## config.mk

```make
export PLATFORM = sky130hd
export DESIGN_NAME = rv32i_hazard_unit
export DESIGN_NICKNAME = d
export VERILOG_FILES = /design/src/rtl/rv32i_hazard_unit.sv
export SDC_FILE = /design/constraint.sdc
export NUM_CORES = 1
export LEC_CHECK = 0
export ABC_AREA = 1
export CORE_MARGIN = 2
export CORE_UTILIZATION = 39
export DETAILED_ROUTE_END_ITERATION = 16
export GPL_ROUTABILITY_DRIVEN = 0
export PLACE_DENSITY = 0.85
export SLEW_MARGIN = 5
export SYNTH_ARGS = -nofsm -noshare
export SYNTH_HDL_FRONTEND = slang
export SYNTH_SLANG_ARGS = --single-unit
export TNS_END_PERCENT = 20
```

## constraint.sdc

```tcl
create_clock -name clk_i -period 3.9 [get_ports clk_i]
set_input_delay 0.78 -clock clk_i [delete_from_list [all_inputs] [get_ports clk_i]]
set_output_delay 0.78 -clock clk_i [all_outputs]
set_load 0.01 [all_outputs]
```

## src/rtl/rv32i_hazard_unit.sv

```systemverilog
// Stall/flush controller for the five-stage RV32I pipeline: load-use, taken-branch squash, MEM load wait with timeout.
// Define RV32I_HAZARD_PERF_EN to build the event counters; otherwise the perf ports are tied to zero.
module rv32i_hazard_unit #(
    parameter int unsigned TIMEOUT_CYCLES = 256
) (
    input  logic        clk_i,
    input  logic        rst_ni,
    input  logic [4:0]  id_rs1_addr_i,
    input  logic [4:0]  id_rs2_addr_i,
    input  logic        id_uses_rs1_i,
    input  logic        id_uses_rs2_i,
    input  logic [4:0]  ex_rd_addr_i,
    input  logic        ex_memread_i,
    input  logic        ex_branch_taken_i,
    input  logic        mem_load_valid_i,
    input  logic        dmem_rvalid_i,
    output logic        pc_stall_o,
    output logic        if_id_stall_o,
    output logic        if_id_flush_o,
    output logic        id_ex_stall_o,
    output logic        id_ex_flush_o,
    output logic        ex_mem_stall_o,
    output logic        mem_wb_flush_o,
    output logic        dmem_timeout_o,
    output logic [31:0] perf_load_use_o,
    output logic [31:0] perf_mem_wait_o,
    output logic [31:0] perf_flush_o
);

    typedef enum logic {RUN, MEM_WAIT} state_t;

    localparam logic [15:0] TO_LAST = 16'(TIMEOUT_CYCLES - 1);

    state_t      state_q, state_d;
    logic [15:0] cnt_q, cnt_d;
    logic        load_use, timeout_now, mem_stall;

    always_comb begin
        load_use = ex_memread_i && (ex_rd_addr_i != '0) &&
                   ((id_uses_rs1_i && (id_rs1_addr_i == ex_rd_addr_i)) ||
                    (id_uses_rs2_i && (id_rs2_addr_i == ex_rd_addr_i)));
        timeout_now = (state_q == MEM_WAIT) && (TIMEOUT_CYCLES != 0) &&
                      (cnt_q == TO_LAST) && !dmem_rvalid_i;
        mem_stall = mem_load_valid_i && !dmem_rvalid_i && !timeout_now;

        pc_stall_o     = 1'b0;
        if_id_stall_o  = 1'b0;
        if_id_flush_o  = 1'b0;
        id_ex_stall_o  = 1'b0;
        id_ex_flush_o  = 1'b0;
        ex_mem_stall_o = 1'b0;
        mem_wb_flush_o = mem_stall || timeout_now;
        dmem_timeout_o = timeout_now;

        if (mem_stall) begin
            pc_stall_o     = 1'b1;
            if_id_stall_o  = 1'b1;
            id_ex_stall_o  = 1'b1;
            ex_mem_stall_o = 1'b1;
        end else if (ex_branch_taken_i) begin
            if_id_flush_o = 1'b1;
            id_ex_flush_o = 1'b1;
        end else if (load_use) begin
            pc_stall_o    = 1'b1;
            if_id_stall_o = 1'b1;
            id_ex_flush_o = 1'b1;
        end

        state_d = state_q;
        cnt_d   = cnt_q;
        case (state_q)
            RUN: begin
                if (mem_stall) begin
                    state_d = MEM_WAIT;
                    cnt_d   = '0;
                end
            end
            // !mem_stall here covers rvalid, load gone, or timeout
            MEM_WAIT: begin
                cnt_d = cnt_q + 16'd1;
                if (!mem_stall) state_d = RUN;
            end
            default: state_d = RUN;
        endcase
    end

    always_ff @(posedge clk_i or negedge rst_ni) begin
        if (!rst_ni) begin
            state_q <= RUN;
            cnt_q   <= '0;
        end else begin
            state_q <= state_d;
            cnt_q   <= cnt_d;
        end
    end

`ifdef RV32I_HAZARD_PERF_EN
    logic        lu_evt, fl_evt;
    logic [31:0] lu_cnt_q, mw_cnt_q, fl_cnt_q;

    assign lu_evt = load_use && !mem_stall && !ex_branch_taken_i;
    assign fl_evt = ex_branch_taken_i && !mem_stall;

    always_ff @(posedge clk_i or negedge rst_ni) begin
        if (!rst_ni) begin
            lu_cnt_q <= '0;
            mw_cnt_q <= '0;
            fl_cnt_q <= '0;
        end else begin
            if (lu_evt)    lu_cnt_q <= lu_cnt_q + 32'd1;
            if (mem_stall) mw_cnt_q <= mw_cnt_q + 32'd1;
            if (fl_evt)    fl_cnt_q <= fl_cnt_q + 32'd1;
        end
    end

    assign perf_load_use_o = lu_cnt_q;
    assign perf_mem_wait_o = mw_cnt_q;
    assign perf_flush_o    = fl_cnt_q;
`else
    assign perf_load_use_o = '0;
    assign perf_mem_wait_o = '0;
    assign perf_flush_o    = '0;
`endif

endmodule

```

==> metrics.log, run 1 <==
[metrics] status: completed
[metrics] max cap viols: 0
[metrics] Distinct cells, synth: 23
[metrics] antenna violations before repair: 0
[metrics] number of failing setup endpoints in the final timing report: 0
[metrics] classification of the worst setup path: in2out
[metrics] depth of the worst register-to-register path: 8
[metrics] Post-CTS Hold Fix Bufs: 0
[metrics] Vert. Die Dim: 75.7 um
[metrics] CTS Sinks: 17
[metrics] critical path data arrival time: 2460 ps
[metrics] level count of the clock H-tree: 1
[metrics] share of final-layout standard cells stronger than drive strength 1: 2.64%
[metrics] setup repair bufs after CTS: 0
[metrics] total of flip-flops plus latches after synthesis: 17
[metrics] total leakage power: 1.12 nW
[metrics] effective utilization at floorplan: 39.8%
[metrics] worst-skew pair later-pin latency: 260 ps
[metrics] port bufs: 30
[metrics] clock buffer count from CTS: 3
[metrics] pin count of the biggest net entering global routing: 18
[metrics] most area-consuming cells after synthesis: sky130_fd_sc_hd__buf_4, sky130_fd_sc_hd__dfrtp_1, sky130_fd_sc_hd__nand2_1, sky130_fd_sc_hd__inv_1, sky130_fd_sc_hd__nor2_1
[metrics] sequential area share after synthesis: between 20% and 30%
[metrics] number of enable flip-flop cells after synthesis: 0
[metrics] Gate Count Post-Synth: 312
[metrics] area of the die: 5730 um2
[metrics] area growth from synthesis to layout: 2.18%
[metrics] hold slack final: 493 ps
[metrics] dominant cell by count in the synthesized netlist: sky130_fd_sc_hd__buf_4
[metrics] Worst-Margin Slew: 748 ps
[metrics] portion of synthesized cell area occupied by the leading cell type: 36.7%
[metrics] Net count, final: ~370
[metrics] endpoint kind of the worst setup timing path: output pin
[metrics] RSZ-0062 raised after global routing: false
[metrics] 1st-iter DRT viols: 136
[metrics] final slew viol count: 0
[metrics] cell at the root of the clock tree: sky130_fd_sc_hd__clkbuf_8
[metrics] Placement Rows: 26
[metrics] Mapped Avg Cell Area: 6.42 um2
[metrics] CTS-repair resized insts: 0
[metrics] tightest slew margin relative to the limit: 50.0%
[metrics] DRC violations left: 0
[metrics] Total Wirelength: 3460 um
[metrics] kind of launch point of the worst setup path: input pin
[metrics] Synth Cell Area: 2000 um2
[metrics] ratio of total power to cell area: 216 nW/um2
[metrics] maximum fanout encountered on the critical timing path: 3
[metrics] final count of hold timing violations: 0
[metrics] overall track demand over capacity in global routing: between 10% and 20%
[metrics] leading area contributor after synthesis: sky130_fd_sc_hd__buf_4
[metrics] warnings from Yosys: 0
[metrics] I/O Pins: 127
[metrics] Required @ worst endpoint: 3120 ps
[metrics] global-route wire length before repair: 5480 um
[metrics] via/cell ratio: 3.82
[metrics] Total Neg Setup Slack: 0 ps
[metrics] number of iterations in the first detailed-routing pass: 4
[metrics] dominant synthesized flop cell: sky130_fd_sc_hd__dfrtp_1
[metrics] clk_skew: 3.70 ps
[metrics] die extent in x: 75.7 um
[metrics] clock transition at the registers of the reported paths: 70 ps
[metrics] count of inserted antenna diode cells: 0
[metrics] Post-DRT Antenna Nets: 0
[metrics] class of the worst hold path: reg2reg
[metrics] global-route congestion overflow total: 0
[metrics] Hold Path Cell Cnt: 2
[metrics] via count of the first global-routing pass: 1369
[metrics] total core area: 5040 um2
[metrics] deepest clock path buffer count: 2
[metrics] portion of the clock cycle consumed by the worst path in the final layout: 83.0%
[metrics] HPWL Detailed: 2850 um
[metrics] drt wl/cell: 8.43 um
[metrics] final core occ: roughly 41%
[metrics] clock tree from TritonCTS: built
[metrics] f_max: just over 0.3 GHz
[metrics] Synth top cells by count: sky130_fd_sc_hd__buf_4, sky130_fd_sc_hd__nand2_1, sky130_fd_sc_hd__inv_1, sky130_fd_sc_hd__nor2_1, sky130_fd_sc_hd__dfrtp_1
[metrics] Post-synth ARST share: 100%
[metrics] Peak VDD IR: 0.0000773 V
[metrics] overall via count from detail_route: 1570
[metrics] min cycle time layout: 3240 ps
[layout by cell type (no fill, tap or decap)]
master / instances
sky130_fd_sc_hd__a21oi_2: 1
sky130_fd_sc_hd__nor3_1: 2
sky130_fd_sc_hd__inv_1: 33
sky130_fd_sc_hd__dfrtp_1: 17
sky130_fd_sc_hd__nor2_2: 2
sky130_fd_sc_hd__nand2_1: 81
sky130_fd_sc_hd__nand3_2: 1
sky130_fd_sc_hd__clkbuf_8: 3
sky130_fd_sc_hd__a21oi_1: 6
sky130_fd_sc_hd__conb_1: 96
sky130_fd_sc_hd__o21ai_1: 3
sky130_fd_sc_hd__nand4_1: 2
sky130_fd_sc_hd__inv_2: 1
sky130_fd_sc_hd__clkdlybuf4s50_1: 30
sky130_fd_sc_hd__nand3_1: 13
sky130_fd_sc_hd__a31oi_1: 1
sky130_fd_sc_hd__nor2_1: 33
sky130_fd_sc_hd__nand2_2: 1
sky130_fd_sc_hd__ha_1: 1
sky130_fd_sc_hd__clkbuf_1: 1
sky130_fd_sc_hd__o21ai_0: 7
sky130_fd_sc_hd__xor2_1: 3
sky130_fd_sc_hd__o21bai_1: 2
sky130_fd_sc_hd__a22o_1: 1
[final cells by class]
cell class,instances,area [um2]
Fill cell,539,2990
Sequential cell,17,425
Tap cell,70,87.6
Clock buffer,4,45.0
Timing Repair Buffer,30,300
Inverter,34,128
Multi-Input combinational cell,256,1060
[state kept, by name, indices dropped and copies added (netlist names)]
| name | count |
|---|---|
| cnt_q | 16 |
| state_q | 1 |
[path summary, 6_finish.rpt]
kind | from | end | slack (ps)
setup / recovery | ex_rd_addr_i[0] | pc_stall_o | 660
hold / removal | cnt_q[15] | cnt_q[15] | 490
setup reg to reg | cnt_q[0] | cnt_q[10] | 2400
hold reg to reg | cnt_q[15] | cnt_q[15] | 490
max in group asynchronous | rst_ni | cnt_q[7] | 2470
min in group asynchronous | rst_ni | cnt_q[11] | 960
[through the flow]
stage | setup slack [ps] | total power, mW | cell area [um2] | cells
after floorplan | 1640 | 0.339 | 2360 | 407
after global placement | 663 | 0.309 | 2000 | 407
after detailed placement | 647 | 0.310 | 2000 | 407
after CTS | 642 | 0.447 | 2050 | 411
after global routing | 513 | 0.472 | 2050 | 411
final | 662 | 0.442 | 2050 | 411
[worst max-delay path, stage by stage]
cell and delay, ps:
sky130_fd_sc_hd__clkdlybuf4s50_1 510, sky130_fd_sc_hd__inv_1 90, sky130_fd_sc_hd__nand2_1 70, sky130_fd_sc_hd__nand2_1 50, sky130_fd_sc_hd__nor2_1 100, sky130_fd_sc_hd__nand3_1 90, sky130_fd_sc_hd__nand2_1 90, sky130_fd_sc_hd__nand3_1 70
sky130_fd_sc_hd__nand2_1 80, sky130_fd_sc_hd__clkdlybuf4s50_1 540
[cells by family after synthesis]
family | synth area share, %
other cells | 0.187
buf+inv | 43.6
simple gates | 27.2
fa+ha+maj | 0.624
compound gates | 5.93
flops | 21.2
xor+xnor | 1.31
[where the power goes]
| group | internal (mW) | leakage (nW) | total (mW) | switching [mW] |
|---|---|---|---|---|
| logic | 0.0408 | 0.867 | 0.120 | 0.0794 |
| registers | 0.182 | 0.234 | 0.188 | 0.00678 |
| clock network | 0.0727 | 0.0228 | 0.134 | 0.0609 |
[metal layers]
metal | track usage [%] | vias up | share of wire, %
met5 | 0 | - | 0
met4 | 7.21 | 0 | 2.0
met3 | 2.25 | 8 | 8.5
met2 | 23.5 | 70 | 54
met1 | 12.6 | 679 | 36
li1 | - | 813 | -
No activity file was read; power rests on OpenSTA's default activity.
==> inputs of run 2 (changes only) <==
- CORE_UTILIZATION: 39 -> 34
- PLACE_DENSITY: 0.85 -> 0.79
- clock period: 3.9 -> 2.9 ns (I/O delays scaled with it)
==> run 2 against run 1 <==
Net effect: non-clock buffer count rose by 1; utilization fell by 3.7 points; first-iteration DRC count fell by 26%; count of clock-buffer cells in the layout fell by 1; via count rose by 2.6%; hold slack got worse by 3.9 ps; critical endpoint is now if_id_flush_o; largest power group unchanged; highest routed layer unchanged.
==> metrics.log, run 2 (synthesized netlist as in run 1, its figures left out) <==
[metrics] die extent in x: 80.8 um (was 75.7 um)
[metrics] critical path data arrival time: 2190 ps (was 2460 ps)
[metrics] slowest stage delay, CP: 530 ps (was 540 ps)
[metrics] Largest regs: cnt_q: 16 flops, state_q: 1 flops (unchanged)
[metrics] status: completed (unchanged)
[metrics] deepest clock path buffer count: 2 (unchanged)
[metrics] overall track demand over capacity in global routing: 10.6% (was 12.4%)
[metrics] share of final-layout standard cells stronger than drive strength 1: 3.51% (was 2.64%)
[metrics] kind of launch point of the worst setup path: input pin (unchanged)
[metrics] Placed Area: 2010 um2 (was 2000 um2)
[metrics] number of failing setup endpoints in the final timing report: 0 (unchanged)
[metrics] internal power contribution: 0.395 mW (was 0.295 mW)
[metrics] level count of the clock H-tree: 1 (unchanged)
[metrics] most common cell after layout, fill and taps aside: sky130_fd_sc_hd__conb_1 (unchanged)
[metrics] Slowest cell on crit path: sky130_fd_sc_hd__clkdlybuf4s50_1 (unchanged)
[metrics] total leakage power: 1.17 nW (was 1.12 nW)
[metrics] number of iterations in the first detailed-routing pass: 4 (unchanged)
[metrics] HPWL Detailed: 3000 um (was 2850 um)
[metrics] I/O Pins: 127 (unchanged)
[metrics] via/cell ratio: 3.89 (was 3.82)
[metrics] worst-skew pair later-pin latency: 260 ps (about the same)
[metrics] Net count, final: 367 (was 366)
[metrics] final std cells w/o fill: 414 (was 411)
[metrics] total core area: 5610 um2 (was 5040 um2)
[metrics] class of the worst hold path: reg2reg (unchanged)
[metrics] count of inserted antenna diode cells: 0 (unchanged)
[metrics] number of cells on the critical path: 9 (was 10)
[metrics] proportion of power drawn by combinational gates: 27.2% (about the same)
[metrics] min cycle time layout: 2770 ps
[metrics] Post-CTS Hold Fix Bufs: 0 (unchanged)
[metrics] via count of the first global-routing pass: 1307 (was 1369)
[metrics] switching component of the power: 0.211 mW (was 0.147 mW)
[metrics] Largest register FFs: 16 (unchanged)
[metrics] depth of the worst register-to-register path: 8 (unchanged)
[metrics] area growth from synthesis to layout: 3.43% (was 2.18%)
[metrics] switching power share of the total: 34.7% (was 33.3%)
[metrics] area of the die: 6530 um2 (was 5730 um2)
[metrics] highest-count cells in the layout ignoring fill and taps: sky130_fd_sc_hd__conb_1, sky130_fd_sc_hd__nand2_1, sky130_fd_sc_hd__nor2_1, sky130_fd_sc_hd__inv_1, sky130_fd_sc_hd__clkdlybuf4s50_1 (unchanged)
[metrics] max cap viols: 0 (unchanged)
[metrics] hold slack final: 489 ps (was 493 ps)
[metrics] global-route wire length before repair: 5460 um (was 5480 um)
[metrics] 1st-iter DRT viols: 100 (was 136)
[metrics] final count of hold timing violations: 0 (unchanged)
[metrics] clock tree from TritonCTS: built (unchanged)
[metrics] RSZ-0062 raised after global routing: true (was false)
[metrics] overall via count from detail_route: 1611 (was 1570)
[metrics] clock transition at the registers of the reported paths: 70 ps (about the same)
[metrics] Vert. Die Dim: 80.8 um (was 75.7 um)
[metrics] ratio of total power to cell area: 292 nW/um2 (was 216 nW/um2)
[metrics] effective utilization at floorplan: 35.7% (was 39.8%)
[metrics] clock buffer count from CTS: 3 (unchanged)
[metrics] Worst-Margin Slew: 783 ps (was 748 ps)
[metrics] final slew viol count: 0 (unchanged)
[metrics] classification of the worst setup path: in2out (unchanged)
[metrics] f_max: 0.362 GHz
[metrics] Peak VDD IR: 0.000138 V (was 0.0000773 V)
[metrics] port bufs: 30 (unchanged)
[metrics] portion of total power attributed to the clock network: 31.4% (was 30.2%)
[metrics] Hold Path Cell Cnt: 2 (unchanged)
[metrics] drt wl/cell: 8.92 um (was 8.43 um)
[metrics] DRC violations left: 0 (unchanged)
[metrics] portion of the clock cycle consumed by the worst path in the final layout: 95.4%
[metrics] number of placed instances, taps included: 410 (was 407)
[metrics] proportion of power drawn by flip-flops and latches: 41.4% (was 42.6%)
[metrics] antenna violations before repair: 0 (unchanged)
[metrics] Post-DRT Antenna Nets: 0 (unchanged)
[metrics] register ranked first by flip-flop count: cnt_q (unchanged)
[metrics] Placement Rows: 27 (was 26)
[metrics] maximum fanout encountered on the critical timing path: 4 (was 3)
[metrics] cell at the root of the clock tree: sky130_fd_sc_hd__clkbuf_8 (unchanged)
[metrics] final cell area excluding filler cells: 2070 um2 (was 2050 um2)
[metrics] CTS Sinks: 17 (unchanged)
[metrics] global-route congestion overflow total: 0 (unchanged)
[metrics] cell type group with the largest total delay on the critical path: buffers and inverters (unchanged)
[metrics] critical path, cell by cell: clkdlybuf4s50_1 -> inv_1 -> nand3_1 -> nor2_1 -> nand2_1 -> nand2_2 -> nand2_1 -> inv_1 -> clkdlybuf4s50_1 (was clkdlybuf4s50_1 -> inv_1 -> nand2_1 -> nand2_1 -> nor2_1 -> nand3_1 -> nand2_1 -> nand3_1 -> nand2_1 -> clkdlybuf4s50_1)
[metrics] Total Wirelength: 3690 um (was 3460 um)
[metrics] Required @ worst endpoint: 2320 ps (was 3120 ps)
[metrics] clk_skew: 3.16 ps (was 3.70 ps)
[metrics] pin count of the biggest net entering global routing: 18 (unchanged)
[metrics] sum of buffers and inverters on the critical path: 4 (was 3)
[metrics] tightest slew margin relative to the limit: 47.7% (was 50.0%)
[metrics] endpoint kind of the worst setup timing path: output pin (unchanged)
[run 2: path summary, 6_finish.rpt]
| check | start | end | slack, ps |
|---|---|---|---|
| min | cnt_q[15] | cnt_q[15] | 490 |
| min reg2reg | cnt_q[15] | cnt_q[15] | 490 |
| max in group asynchronous | rst_ni | cnt_q[13] | 1640 |
| min in group asynchronous | rst_ni | cnt_q[3] | 770 |
| max | dmem_rvalid_i | if_id_flush_o | 130 |
| max reg2reg | cnt_q[0] | cnt_q[10] | 1380 |
[run 2: area by class of cell]
type | instances | area [um2]
clock buffer | 3 | 41.3
sequential | 17 | 425
timing repair buffer | 31 | 314
tap | 72 | 90.1
clock inverter | 1 | 7.51
fill | 639 | 3530
inverter | 34 | 128
multi-input combinational | 256 | 1070
[run 2: repair_timing]
item | in CTS | in global routing
buffers inserted | 0 | 0
setup endpoints to repair | 1 | 5
resized for setup | 1 | 4
cloned | 0 | 0
[run 2: worst reg2reg max path: cells and delay by family (launching register included)]
kind,cells,cell delay (ps)
adders and majority gates,1,230
DFF,1,420
and+or+nand+nor,7,760
[run 2: power by group through the flow]
stage | Clock [mW] | Combinational [mW] | Sequential [mW]
3_3_place_gp | 0 | 0.162 | 0.255
6_report | 0.190 | 0.165 | 0.251
5_1_grt | 0.203 | 0.186 | 0.252
4_1_cts | 0.193 | 0.163 | 0.251
3_5_place_dp | 0 | 0.163 | 0.256
2_1_floorplan | 0 | 0.202 | 0.254
[run 2: metrics by stage]
step | TNS (ps) | total power [mW] | utilization (%) | worst slack [ps]
3_3_place_gp | 0 | 0.417 | 35.9 | 29.3
5_1_grt | -21.7 | 0.641 | 37.0 | -21.7
2_1_floorplan | 0 | 0.456 | - | 1010
4_1_cts | 0 | 0.607 | 36.7 | 3.60
6_report | 0 | 0.606 | 37.0 | 135
3_5_place_dp | -3.26 | 0.419 | 35.9 | -3.26
[run 2: per-layer routing]
metal / vias up / routed length [um] / track usage, %
met1: 717 / 1420 / 12.9
met5: - / 0 / 0
li1: 818 / - / -
met4: 0 / 42 / 2.88
met2: 71 / 1930 / 19.0
met3: 5 / 302 / 2.00
